**src/rtl/serial_rx_ram_writer_if.sv**
```systemverilog
// Bundle of the serial receiver's line input, RAM read port and status outputs.
// Strobe semantics: write_enable, received_n (active low), shift_enable,
// tc_bit and frame_err are one-cycle pulses with no back-pressure. There is
// no ready signal; a consumer must sample them in the cycle they are asserted.
interface serial_rx_ram_writer_if #(
  parameter int DATA_WIDTH = 8,
  parameter int ADDR_WIDTH = 4
);
  logic                  transmit_data;
  logic [ADDR_WIDTH-1:0] rd_addr;
  logic [DATA_WIDTH-1:0] rd_data;
  logic [ADDR_WIDTH-1:0] ram_addr;
  logic [DATA_WIDTH-1:0] ram_data;
  logic                  write_enable;
  logic [DATA_WIDTH-1:0] received_data;
  logic                  received_n;
  logic                  shift_enable;
  logic                  tc_bit;
  logic [3:0]            Q;
  logic                  busy;
  logic                  frame_err;
  logic                  full;

  // Drives the serial line and the read address, observes everything else.
  modport master (
    output transmit_data, rd_addr,
    input  rd_data, ram_addr, ram_data, write_enable, received_data,
           received_n, shift_enable, tc_bit, Q, busy, frame_err, full
  );

  // The receiver itself.
  modport slave (
    input  transmit_data, rd_addr,
    output rd_data, ram_addr, ram_data, write_enable, received_data,
           received_n, shift_enable, tc_bit, Q, busy, frame_err, full
  );
endinterface

```
**src/rtl/serial_rx_ram_writer.sv**
```systemverilog
// Serial receiver: finds a start bit, samples DATA_WIDTH bits LSB-first at
// mid-bit, checks the stop bit and stores each good word into an internal RAM
// at an auto-incrementing address. o_state exposes the FSM for checkers.
module serial_rx_ram_writer #(
  parameter int DATA_WIDTH   = 8,
  parameter int ADDR_WIDTH   = 4,
  parameter int CLKS_PER_BIT = 4
) (
  input  logic                 clk,
  input  logic                 rst,
  serial_rx_ram_writer_if.slave bus,
  output logic [2:0]           o_state
);
  localparam int CW    = $clog2(CLKS_PER_BIT);
  localparam int H     = CLKS_PER_BIT / 2;
  localparam int DEPTH = 1 << ADDR_WIDTH;
  localparam logic [CW-1:0] HALF_LAST = CW'(H - 1);
  localparam logic [CW-1:0] BIT_LAST  = CW'(CLKS_PER_BIT - 1);
  localparam logic [3:0]    LAST_BIT  = 4'(DATA_WIDTH - 1);

  typedef enum logic [2:0] {S_IDLE, S_START, S_DATA, S_STOP, S_WRITE} state_t;

  state_t                r_state, w_state_nxt;
  logic [CW-1:0]         r_cnt, w_cnt_nxt;
  logic [3:0]            r_q, w_q_nxt;
  logic [DATA_WIDTH-1:0] r_shift, w_shift_nxt, w_shifted;
  logic [ADDR_WIDTH-1:0] r_addr, w_addr_nxt;
  logic [DATA_WIDTH-1:0] r_recv, w_recv_nxt;
  logic                  r_full, w_full_nxt;
  logic                  r_se, w_se_nxt;
  logic                  r_tc, w_tc_nxt;
  logic                  r_fe, w_fe_nxt;
  logic                  r_we, r_busy;
  logic [DATA_WIDTH-1:0] r_mem [DEPTH];

  // Next state and next values of every register; counter free-runs outside IDLE.
  always_comb begin
    w_shifted   = (r_shift >> 1) | (DATA_WIDTH'(bus.transmit_data) << (DATA_WIDTH - 1));
    w_state_nxt = r_state;
    w_cnt_nxt   = r_cnt + CW'(1);
    w_q_nxt     = r_q;
    w_shift_nxt = r_shift;
    w_addr_nxt  = r_addr;
    w_recv_nxt  = r_recv;
    w_full_nxt  = r_full;
    w_se_nxt    = 1'b0;
    w_tc_nxt    = 1'b0;
    w_fe_nxt    = 1'b0;
    case (r_state)
      S_IDLE: begin
        w_cnt_nxt = '0;
        if (!bus.transmit_data) w_state_nxt = S_START;
      end
      S_START: begin
        if (r_cnt == HALF_LAST) begin
          w_cnt_nxt = '0;
          if (!bus.transmit_data) begin
            w_state_nxt = S_DATA;
            w_q_nxt     = '0;
          end else begin
            w_state_nxt = S_IDLE;
          end
        end
      end
      S_DATA: begin
        if (r_cnt == BIT_LAST) begin
          w_cnt_nxt   = '0;
          w_shift_nxt = w_shifted;
          w_se_nxt    = 1'b1;
          w_q_nxt     = r_q + 4'd1;
          if (r_q == LAST_BIT) begin
            w_tc_nxt    = 1'b1;
            w_state_nxt = S_STOP;
          end
        end
      end
      S_STOP: begin
        if (r_cnt == BIT_LAST) begin
          w_cnt_nxt = '0;
          if (bus.transmit_data) begin
            w_state_nxt = S_WRITE;
          end else begin
            w_fe_nxt    = 1'b1;
            w_state_nxt = S_IDLE;
          end
        end
      end
      S_WRITE: begin
        w_state_nxt = S_IDLE;
        w_recv_nxt  = r_shift;
        w_addr_nxt  = r_addr + ADDR_WIDTH'(1);
        if (r_addr == '1) w_full_nxt = 1'b1;
      end
      default: w_state_nxt = S_IDLE;
    endcase
  end

  // State and output registers; every output except rd_data is registered.
  always_ff @(posedge clk) begin
    if (rst) begin
      r_state <= S_IDLE;
      r_cnt   <= '0;
      r_q     <= '0;
      r_shift <= '0;
      r_addr  <= '0;
      r_recv  <= '0;
      r_full  <= 1'b0;
      r_se    <= 1'b0;
      r_tc    <= 1'b0;
      r_fe    <= 1'b0;
      r_we    <= 1'b0;
      r_busy  <= 1'b0;
    end else begin
      r_state <= w_state_nxt;
      r_cnt   <= w_cnt_nxt;
      r_q     <= w_q_nxt;
      r_shift <= w_shift_nxt;
      r_addr  <= w_addr_nxt;
      r_recv  <= w_recv_nxt;
      r_full  <= w_full_nxt;
      r_se    <= w_se_nxt;
      r_tc    <= w_tc_nxt;
      r_fe    <= w_fe_nxt;
      r_we    <= (w_state_nxt == S_WRITE);
      r_busy  <= (w_state_nxt != S_IDLE);
    end
  end

  // Word RAM: written during the single WRITE cycle, never cleared by reset.
  always_ff @(posedge clk) begin
    if (!rst && r_state == S_WRITE) r_mem[r_addr] <= r_shift;
  end

  assign bus.rd_data       = r_mem[bus.rd_addr];
  assign bus.ram_addr      = r_addr;
  assign bus.ram_data      = r_shift;
  assign bus.write_enable  = r_we;
  assign bus.received_data = r_recv;
  assign bus.received_n    = ~r_we;
  assign bus.shift_enable  = r_se;
  assign bus.tc_bit        = r_tc;
  assign bus.Q             = r_q;
  assign bus.busy          = r_busy;
  assign bus.frame_err     = r_fe;
  assign bus.full          = r_full;
  assign o_state           = r_state;
endmodule

```
**src/flat_wrapper.sv**
```systemverilog
// flat-port wrapper written by rule: the top's interface ports become plain ports
module serial_rx_ram_writer_flat 
#(
  parameter int DATA_WIDTH   = 8,
  parameter int ADDR_WIDTH   = 4,
  parameter int CLKS_PER_BIT = 4
)
  (clk, rst, o_state, bus_transmit_data, bus_rd_addr, bus_rd_data, bus_ram_addr, bus_ram_data, bus_write_enable, bus_received_data, bus_received_n, bus_shift_enable, bus_tc_bit, bus_Q, bus_busy, bus_frame_err, bus_full);
  serial_rx_ram_writer_if #(.DATA_WIDTH(DATA_WIDTH), .ADDR_WIDTH(ADDR_WIDTH)) bus_i ();
  input  logic clk;
  input  logic rst;
  output logic [2:0] o_state;
  input wire logic [$bits(bus_i.transmit_data)-1:0] bus_transmit_data;
  input wire logic [$bits(bus_i.rd_addr)-1:0] bus_rd_addr;
  output wire logic [$bits(bus_i.rd_data)-1:0] bus_rd_data;
  output wire logic [$bits(bus_i.ram_addr)-1:0] bus_ram_addr;
  output wire logic [$bits(bus_i.ram_data)-1:0] bus_ram_data;
  output wire logic [$bits(bus_i.write_enable)-1:0] bus_write_enable;
  output wire logic [$bits(bus_i.received_data)-1:0] bus_received_data;
  output wire logic [$bits(bus_i.received_n)-1:0] bus_received_n;
  output wire logic [$bits(bus_i.shift_enable)-1:0] bus_shift_enable;
  output wire logic [$bits(bus_i.tc_bit)-1:0] bus_tc_bit;
  output wire logic [$bits(bus_i.Q)-1:0] bus_Q;
  output wire logic [$bits(bus_i.busy)-1:0] bus_busy;
  output wire logic [$bits(bus_i.frame_err)-1:0] bus_frame_err;
  output wire logic [$bits(bus_i.full)-1:0] bus_full;
  assign bus_i.transmit_data = bus_transmit_data;
  assign bus_i.rd_addr = bus_rd_addr;
  assign bus_rd_data = bus_i.rd_data;
  assign bus_ram_addr = bus_i.ram_addr;
  assign bus_ram_data = bus_i.ram_data;
  assign bus_write_enable = bus_i.write_enable;
  assign bus_received_data = bus_i.received_data;
  assign bus_received_n = bus_i.received_n;
  assign bus_shift_enable = bus_i.shift_enable;
  assign bus_tc_bit = bus_i.tc_bit;
  assign bus_Q = bus_i.Q;
  assign bus_busy = bus_i.busy;
  assign bus_frame_err = bus_i.frame_err;
  assign bus_full = bus_i.full;
  serial_rx_ram_writer #(.DATA_WIDTH(DATA_WIDTH), .ADDR_WIDTH(ADDR_WIDTH), .CLKS_PER_BIT(CLKS_PER_BIT)) u_core (.clk(clk), .rst(rst), .bus(bus_i), .o_state(o_state));
endmodule
```
**config.mk**
```make
export PLATFORM = sky130hd
export DESIGN_NAME = serial_rx_ram_writer_flat
export DESIGN_NICKNAME = d
export VERILOG_FILES = /design/src/rtl/serial_rx_ram_writer_if.sv /design/src/rtl/serial_rx_ram_writer.sv /design/src/flat_wrapper.sv
export SDC_FILE = /design/constraint.sdc
export NUM_CORES = 1
export LEC_CHECK = 0
export BUFFER_PORTS_ARGS = -buffer_cell sky130_fd_sc_hd__buf_4
export CAP_MARGIN = 20
export CORE_ASPECT_RATIO = 1.5
export CORE_MARGIN = 2
export CORE_UTILIZATION = 50
export CTS_BUF_LIST = sky130_fd_sc_hd__clkbuf_8 sky130_fd_sc_hd__clkbuf_16
export DETAILED_ROUTE_END_ITERATION = 8
export MAX_ROUTING_LAYER = met4
export PLACE_DENSITY = 0.72
export SYNTH_ARGS = -nofsm -noshare
export SYNTH_HDL_FRONTEND = slang
export SYNTH_SLANG_ARGS = --single-unit
```
**constraint.sdc**
```tcl
create_clock -name clk -period 2.5 [get_ports clk]
set_clock_uncertainty 0.05 [all_clocks]
set_input_delay 0.5 -clock clk [delete_from_list [all_inputs] [get_ports clk]]
set_output_delay 0.5 -clock clk [all_outputs]
set_load 0.05 [all_outputs]
```
==> flow_summary_export.csv, run 1 <==
group,metric,value,unit
power_and_ir_drop,peakVddDrop,412.5,uV
clock_network,cts_tree,"done",
sta,slew_violations,0,
power_and_ir_drop,clkPwrFrac,0.443,
die,die_h,143.4,um
global_routing,grt_util_all_layers,0.2110,
clock_network,clkSlewWorstSetupHoldPaths,0.06,ns
sta,finalHoldViolations,0,
die,row_count,50,
power_and_ir_drop,switching_share,0.2137,
global_routing,antenna_found_initial,0,
sta,fmax,403.9,MHz
run_status,status,"completed",
setup_path,rr_startpoint,"u_core.o_state[1]$_SDFF_PP0_",
setup_path,crit_path_top_delay_cell,"mux4_1",
logic_synthesis,syn_avg_cell_area,16.49,um^2
setup_path,path_delay_family,"multiplexers",
setup_path,worstPathRequired,1.95,ns
logic_synthesis,synth_nets,408,
setup_path,worstSetupStartpoint,"bus_rd_addr[0]",
layout,fillers,877,
setup_path,critPathLaunchType,"input port",
sta,fin_crit,2.476,ns
logic_synthesis,netlist_instances,393,
power_and_ir_drop,power.density,725.6,mW/mm^2
layout,synthToLayoutAreaGrowth,21.34,%
logic_synthesis,netlist_area,0.006479,mm^2
layout,layout.nets,491,
detailed_routing,num_vias,3746,
logic_synthesis,synthTopCellsByCount,"128 x edfxtp_1, 51 x nand2_1, 35 x dfxtp_1",
power_and_ir_drop,power_switching,1.219,mW
detailed_routing,totalWireLength,13.97,mm
global_routing,grt_pass1_vias,3709,
power_and_ir_drop,power.leakage,2.797,nW
die,core,0.01257,mm^2
clock_network,numCtsBuffers,17,
detailed_routing,drc_errors,0,
logic_synthesis,ys_warn_count,0,
clock_network,clockBufferDepth,2,
logic_synthesis,synth_cell_type_count,45,
layout,drive_gt1_frac,0.3027,
setup_path,worstPathCellList,"buf_6 > buf_12 > mux4_1 > a22oi_1 > nand2_1 > buf_4",
logic_synthesis,async_flop_share,0,
die,start_util,0.5152,
placement,numPortBuffers,48,
clock_network,cts_root_buf,"clkbuf_16",
sta,tightest_slew,0.4343,ns
power_and_ir_drop,p_total,5.704,mW
sta,min_period_over_period,0.9903,
detailed_routing,ant_nets,0,
detailed_routing,drt_iter0_markers,315,
setup_path,arrival,1.93,ns
detailed_routing,vias_per_cell,5.808,
logic_synthesis,synthFlopType,"edfxtp_1",
global_routing,grt_overflow,0,
logic_synthesis,netlist.top_cell.by_area,"edfxtp_1",
detailed_routing,wl_per_cell,21.65,um
global_routing,grt_pass1_wl,21.00,mm
hold_path,hp-class,"in2reg",
layout,final_area,0.007861,mm^2
die,die-area,0.01390,mm^2
placement,place_congestion,0.7824,
logic_synthesis,ys_ff_latch,163,
clock_network,clk_latency,0.42,ns
setup_path,crit_fanout,9,
logic_synthesis,synth.top_cell.area_share,0.5933,
run,drv_cap,0,
power_and_ir_drop,intPower,4.485,mW
setup_path,crit_buf_inv,3,
logic_synthesis,synth.most_common_cell,"edfxtp_1",
placement,hpwl,8.735,mm
global_routing,grt_max_degree,34,
die,io_pins,49,
clock_network,cts.sinks,163,
setup_path,max_stage_delay,0.56,ns
sta,slew-limit-headroom,0.7105,
logic_synthesis,synth.area.top_cells,"edfxtp_1 59%, dfxtp_1 11%, mux4_1 6.9%, mux4_2 5.2%, nand2_1 3.0%",
power_and_ir_drop,p_comb_frac,0.051,
die,die_x,96.94,um
logic_synthesis,synth_edf_count,128,
power_and_ir_drop,p_seq_frac,0.507,
setup_path,cp-end-kind,"output pin",
setup_path,path_class,"in2out",
detailed_routing,firstDrtPassIters,4,
logic_synthesis,ys_seq_area_frac,0.7014,
placement,dpl_cell_area,0.007194,mm^2
layout,n_antenna_cell,0,
clock_network,h-tree-depth,4,
hold_path,worstHoldStart,"bus_transmit_data",
sta,finalSetupViolCount,0,
[metal layers]
metal,global-route usage,part of all wire,up-vias
met3,0.04037,0.041,19
met5,-,0,-
met1,0.2490,0.39,1904
met4,0.08080,0.021,0
li1,-,-,1692
met2,0.3618,0.55,131
[power by group through the flow]
stage	combinational (mW)	clock, mW	sequential (mW)
6_report	0.289	2.53	2.89
5_1_grt	0.305	2.66	2.89
4_1_cts	0.275	2.56	2.89
3_5_place_dp	0.269	0	2.95
3_3_place_gp	0.265	0	2.95
2_1_floorplan	0.183	0	2.96
[worst min-delay path: stages]
cell,delay [ns]
buf_4,0.13
nand2_1,0.06
a21oi_1,0.05
[state kept, by name, indices dropped and copies added, names as in the netlist, 2 cells and up]
| signal | count |
|---|---|
| u_core.bus.Q | 4 |
| u_core.bus.ram_data | 8 |
| u_core.r_cnt | 2 |
| u_core.bus.received_data | 8 |
| u_core.bus.ram_addr | 4 |
| u_core.r_mem | 128 |
| u_core.o_state | 3 |
[worst paths after layout]
check	slack, ns	depth (start not counted)	endpoint
setup / recovery	0.02	6	bus_rd_data[0]
hold / removal	0.33	3	u_core.bus.ram_data[7]$_SDFFE_PP0P_
setup reg to reg	0.53	5	u_core.r_mem[12][0]$_DFFE_PP_
hold reg to reg	0.41	2	u_core.bus.received_data[4]$_SDFFE_PP0N_
[cells by family (layout without fill, tap and decap cells)]
logic type               Yosys count  in the layout  share of synthesized area
flip-flops                       163            163                     0.7014
AND/OR/NAND/NOR                  108            108                    0.07783
adder cells (fa/ha/maj)            8              8                    0.01545
multiplexers                      33             33                     0.1226
AO/OA/AOI/OAI                     44             44                    0.04365
XOR/XNOR                           6              6                   0.008111
buffers and inverters             31            127                    0.03090
[per-stage QoR]
step | worst slack (ns) | utilization | instances | setup TNS, ns | hold slack, ns
after floorplan | 0.1049 | - | 393 | 0 | 0.4128
after global placement | 0.005719 | 0.5721 | 610 | 0 | 0.3954
after detailed placement | -0.03548 | 0.5721 | 610 | -0.03548 | 0.4001
after CTS | 0.002510 | 0.6194 | 642 | 0 | 0.3165
after global routing | -0.006315 | 0.6252 | 645 | -0.006315 | 0.3320
final | 0.02416 | 0.6252 | 645 | 0 | 0.3289
[final cells by class]
cell class | count | area [um^2] | area share
flip-flops and latches | 163 | 4544 | 0.5781
multi-input cells | 199 | 1767 | 0.2247
repair buffers | 87 | 742.0 | 0.09438
clock buffers | 17 | 425.4 | 0.05411
well taps | 156 | 195.2 | 0.02483
clock inverters | 15 | 157.7 | 0.02005
inverters | 8 | 30.03 | 0.003820
[repair_timing]
action | CTS | global route
setup endpoints to repair | 3 | 7
buffers inserted | 0 | 1
cloned | 0 | 2
resized for setup | 4 | 5
hold buffers | 0 | 0
[cells in the final DEF, fill, tap and decap left out, types with 5 or more instances in the layout]
| cell | instances |
|---|---|
| dfxtp_1 | 35 |
| buf_4 | 80 |
| a22oi_2 | 6 |
| ha_1 | 8 |
| inv_1 | 9 |
| a21oi_1 | 18 |
| nand2_1 | 51 |
| mux4_2 | 17 |
| mux4_1 | 15 |
| nor2_1 | 27 |
| nor3_1 | 5 |
| edfxtp_1 | 128 |
| a22oi_1 | 10 |
| clkbuf_16 | 19 |
(Power assumes the default switching activity.)
==> inputs of run 2 (changes only) <==
--- a/config.mk
+++ b/config.mk
@@ -13,7 +13,7 @@
 export CTS_BUF_LIST = sky130_fd_sc_hd__clkbuf_8 sky130_fd_sc_hd__clkbuf_16
 export DETAILED_ROUTE_END_ITERATION = 8
 export MAX_ROUTING_LAYER = met4
-export PLACE_DENSITY = 0.72
+export PLACE_DENSITY_LB_ADDON = 0.3
 export SYNTH_ARGS = -nofsm -noshare
 export SYNTH_HDL_FRONTEND = slang
 export SYNTH_SLANG_ARGS = --single-unit
==> run 2 against run 1 <==
  * Maximum frequency about the same
  * Largest power group unchanged
  * Die area unchanged
  * Critical endpoint is now bus_rd_data[5]
  * Design area down 0.92%
  * Count of clock-buffer cells in the layout unchanged
  * Global-route usage up 0.052 points
  * First-iteration DRC count down 23%
  * Clock power up 3%
  * Routed wire length down 3.3%
  * Hold slack worse by 0.0048 ns
  * Register-to-register slack worse by 0.21 ns
==> flow_summary_export.csv, run 2 (same netlist as run 1, synthesis figures left out) <==
group,metric,value,unit
layout,fin_cells,640,
setup_path,path_class,"in2out",
power_and_ir_drop,power_switching,1.263,mW
detailed_routing,vias_per_cell,5.645,
clock_network,post_cts_buffers,0,
placement,numPortBuffers,48,
clock_network,cts_root_buf,"clkbuf_16",
power_and_ir_drop,switching_share,0.2193,
layout,largest_register_ffs,128,
sta,min_period_over_period,0.9897,
detailed_routing,drt_iter0_markers,244,
clock_network,clockBufferDepth,2,
global_routing,grt_max_degree,34,
power_and_ir_drop,power.density,739.5,mW/mm^2
layout,final_area,0.007789,mm^2
setup_path,crit_fanout,14,
clock_network,cts.sinks,163,
clock_network,h-tree-depth,4,
sta,slew_violations,0,
setup_path,regToRegSetupSlack,0.32,ns
power_and_ir_drop,clkPwrFrac,0.451,
layout,final_cell_mix,"128 x edfxtp_1, 77 x buf_4, 51 x nand2_1",
power_and_ir_drop,power.leakage,2.758,nW
detailed_routing,firstDrtPassIters,5,
global_routing,grt_pass1_vias,3644,
clock_network,clk_latency,0.42,ns
setup_path,cp-end-kind,"output pin",
detailed_routing,drc_errors,0,
layout,synthToLayoutAreaGrowth,20.22,%
sta,fin_crit,2.474,ns
power_and_ir_drop,peakVddDrop,495.6,uV
layout,drive_gt1_frac,0.2955,
sta,fin_setup_tns,0,ns
placement,hpwl,9.148,mm
run_status,status,"completed",
global_routing,grt_pass1_wl,20.84,mm
power_and_ir_drop,p_seq_frac,0.503,
sta,rsz0062_at_grt,"yes",
detailed_routing,totalWireLength,13.51,mm
die,die_x,96.94,um
clock_network,cts_hold_buf,0,
placement,placed_cells,608,
global_routing,grt_overflow,0,
sta,finalSetupViolCount,0,
setup_path,crit_path_top_delay_cell,"mux4_2",
placement,place_congestion,0.8422,
setup_path,worstPathCellList,"buf_4 > buf_12 > mux4_2 > a22oi_1 > nand2_1 > buf_4",
die,io_pins,49,
sta,tightest_slew,0.5855,ns
detailed_routing,ant_nets,0,
setup_path,critPathLaunchType,"input port",
setup_path,crit_top_cell,"buf_4",
global_routing,antenna_found_initial,0,
power_and_ir_drop,p_comb_frac,0.046,
power_and_ir_drop,intPower,4.497,mW
clock_network,numCtsBuffers,17,
die,row_count,50,
setup_path,max_stage_delay,0.56,ns
hold_path,hp-class,"in2reg",
sta,finalHoldViolations,0,
clock_network,clkSlewWorstSetupHoldPaths,0.07,ns
clock_network,cts_tree,"done",
setup_path,worstPathRequired,1.95,ns
run,drv_cap,0,
setup_path,arrival,1.92,ns
placement,dpl_cell_area,0.007179,mm^2
sta,slew-limit-headroom,0.6089,
die,die-area,0.01390,mm^2
sta,fmax,404.1,MHz
layout,final_util,0.6194,
die,core,0.01257,mm^2
die,die_h,143.4,um
detailed_routing,num_vias,3613,
global_routing,grt_util_all_layers,0.2115,
layout,n_antenna_cell,0,
layout,final_common_cell,"edfxtp_1",
layout,largest_register,"u_core.r_mem",
die,start_util,0.5152,
detailed_routing,wl_per_cell,21.11,um
layout,layout.nets,486,
-- run 2: layout make-up --
type / count / area, um^2
fill: 928 / 4786
clock inverter: 15 / 171.4
inverter: 8 / 30.03
clock buffer: 17 / 425.4
tap: 156 / 195.2
sequential: 163 / 4544
multi-input combinational: 199 / 1749
timing repair buffer: 82 / 673.1
-- run 2: per-layer routing --
layer | global-route usage | up-vias | part of all wire
li1 | - | 1667 | -
met1 | 0.2372 | 1827 | 0.39
met2 | 0.3710 | 103 | 0.55
met3 | 0.05010 | 16 | 0.048
met4 | 0.07709 | 0 | 0.020
met5 | - | - | 0
-- run 2: timing repair --
action / 4_1_cts / 5_1_grt
hold endpoints to repair: 0 / 0
setup endpoints to repair: 3 / 5
gates resized for setup: 3 / 7
pin swaps: 0 / 0
-- run 2: final timing paths --
path	start	end	cells after the start
worst max-delay path	bus_rd_addr[0]	bus_rd_data[5]	6
worst min-delay path	bus_transmit_data	u_core.o_state[2]$_SDFF_PP0_	3
worst max register to register	u_core.o_state[1]$_SDFF_PP0_	u_core.r_mem[5][6]$_DFFE_PP_	5
worst min register to register	u_core.bus.received_data[5]$_SDFFE_PP0N_	u_core.bus.received_data[5]$_SDFFE_PP0N_	2
-- run 2: power by group through the flow --
stage          Sequential, mW  Combinational [mW]  Clock (mW)
3_3_place_gp             2.95               0.259           0
2_1_floorplan            2.96               0.183           0
6_report                 2.89               0.267        2.60
3_5_place_dp             2.95               0.262           0
4_1_cts                  2.89               0.264        2.64
5_1_grt                  2.89               0.281        2.76
-- run 2: through the flow --
| stage | worst slack, ns | hold slack [ns] | total power, mW |
|---|---|---|---|
| after floorplan | 0.1049 | 0.4128 | 3.146 |
| after global placement | -0.02248 | 0.3958 | 3.213 |
| after detailed placement | -0.02626 | 0.4002 | 3.216 |
| after CTS | 0.005440 | 0.3066 | 5.795 |
| after global routing | -0.009156 | 0.3237 | 5.937 |
| final | 0.02564 | 0.3241 | 5.759 |
-- run 2: critical path: cells and delay by family --
kind	cells	cell delay, ns
AO/OA/AOI/OAI	1	0.28
buffers and inverters	3	0.50
multiplexers	1	0.56
AND/OR/NAND/NOR	1	0.08
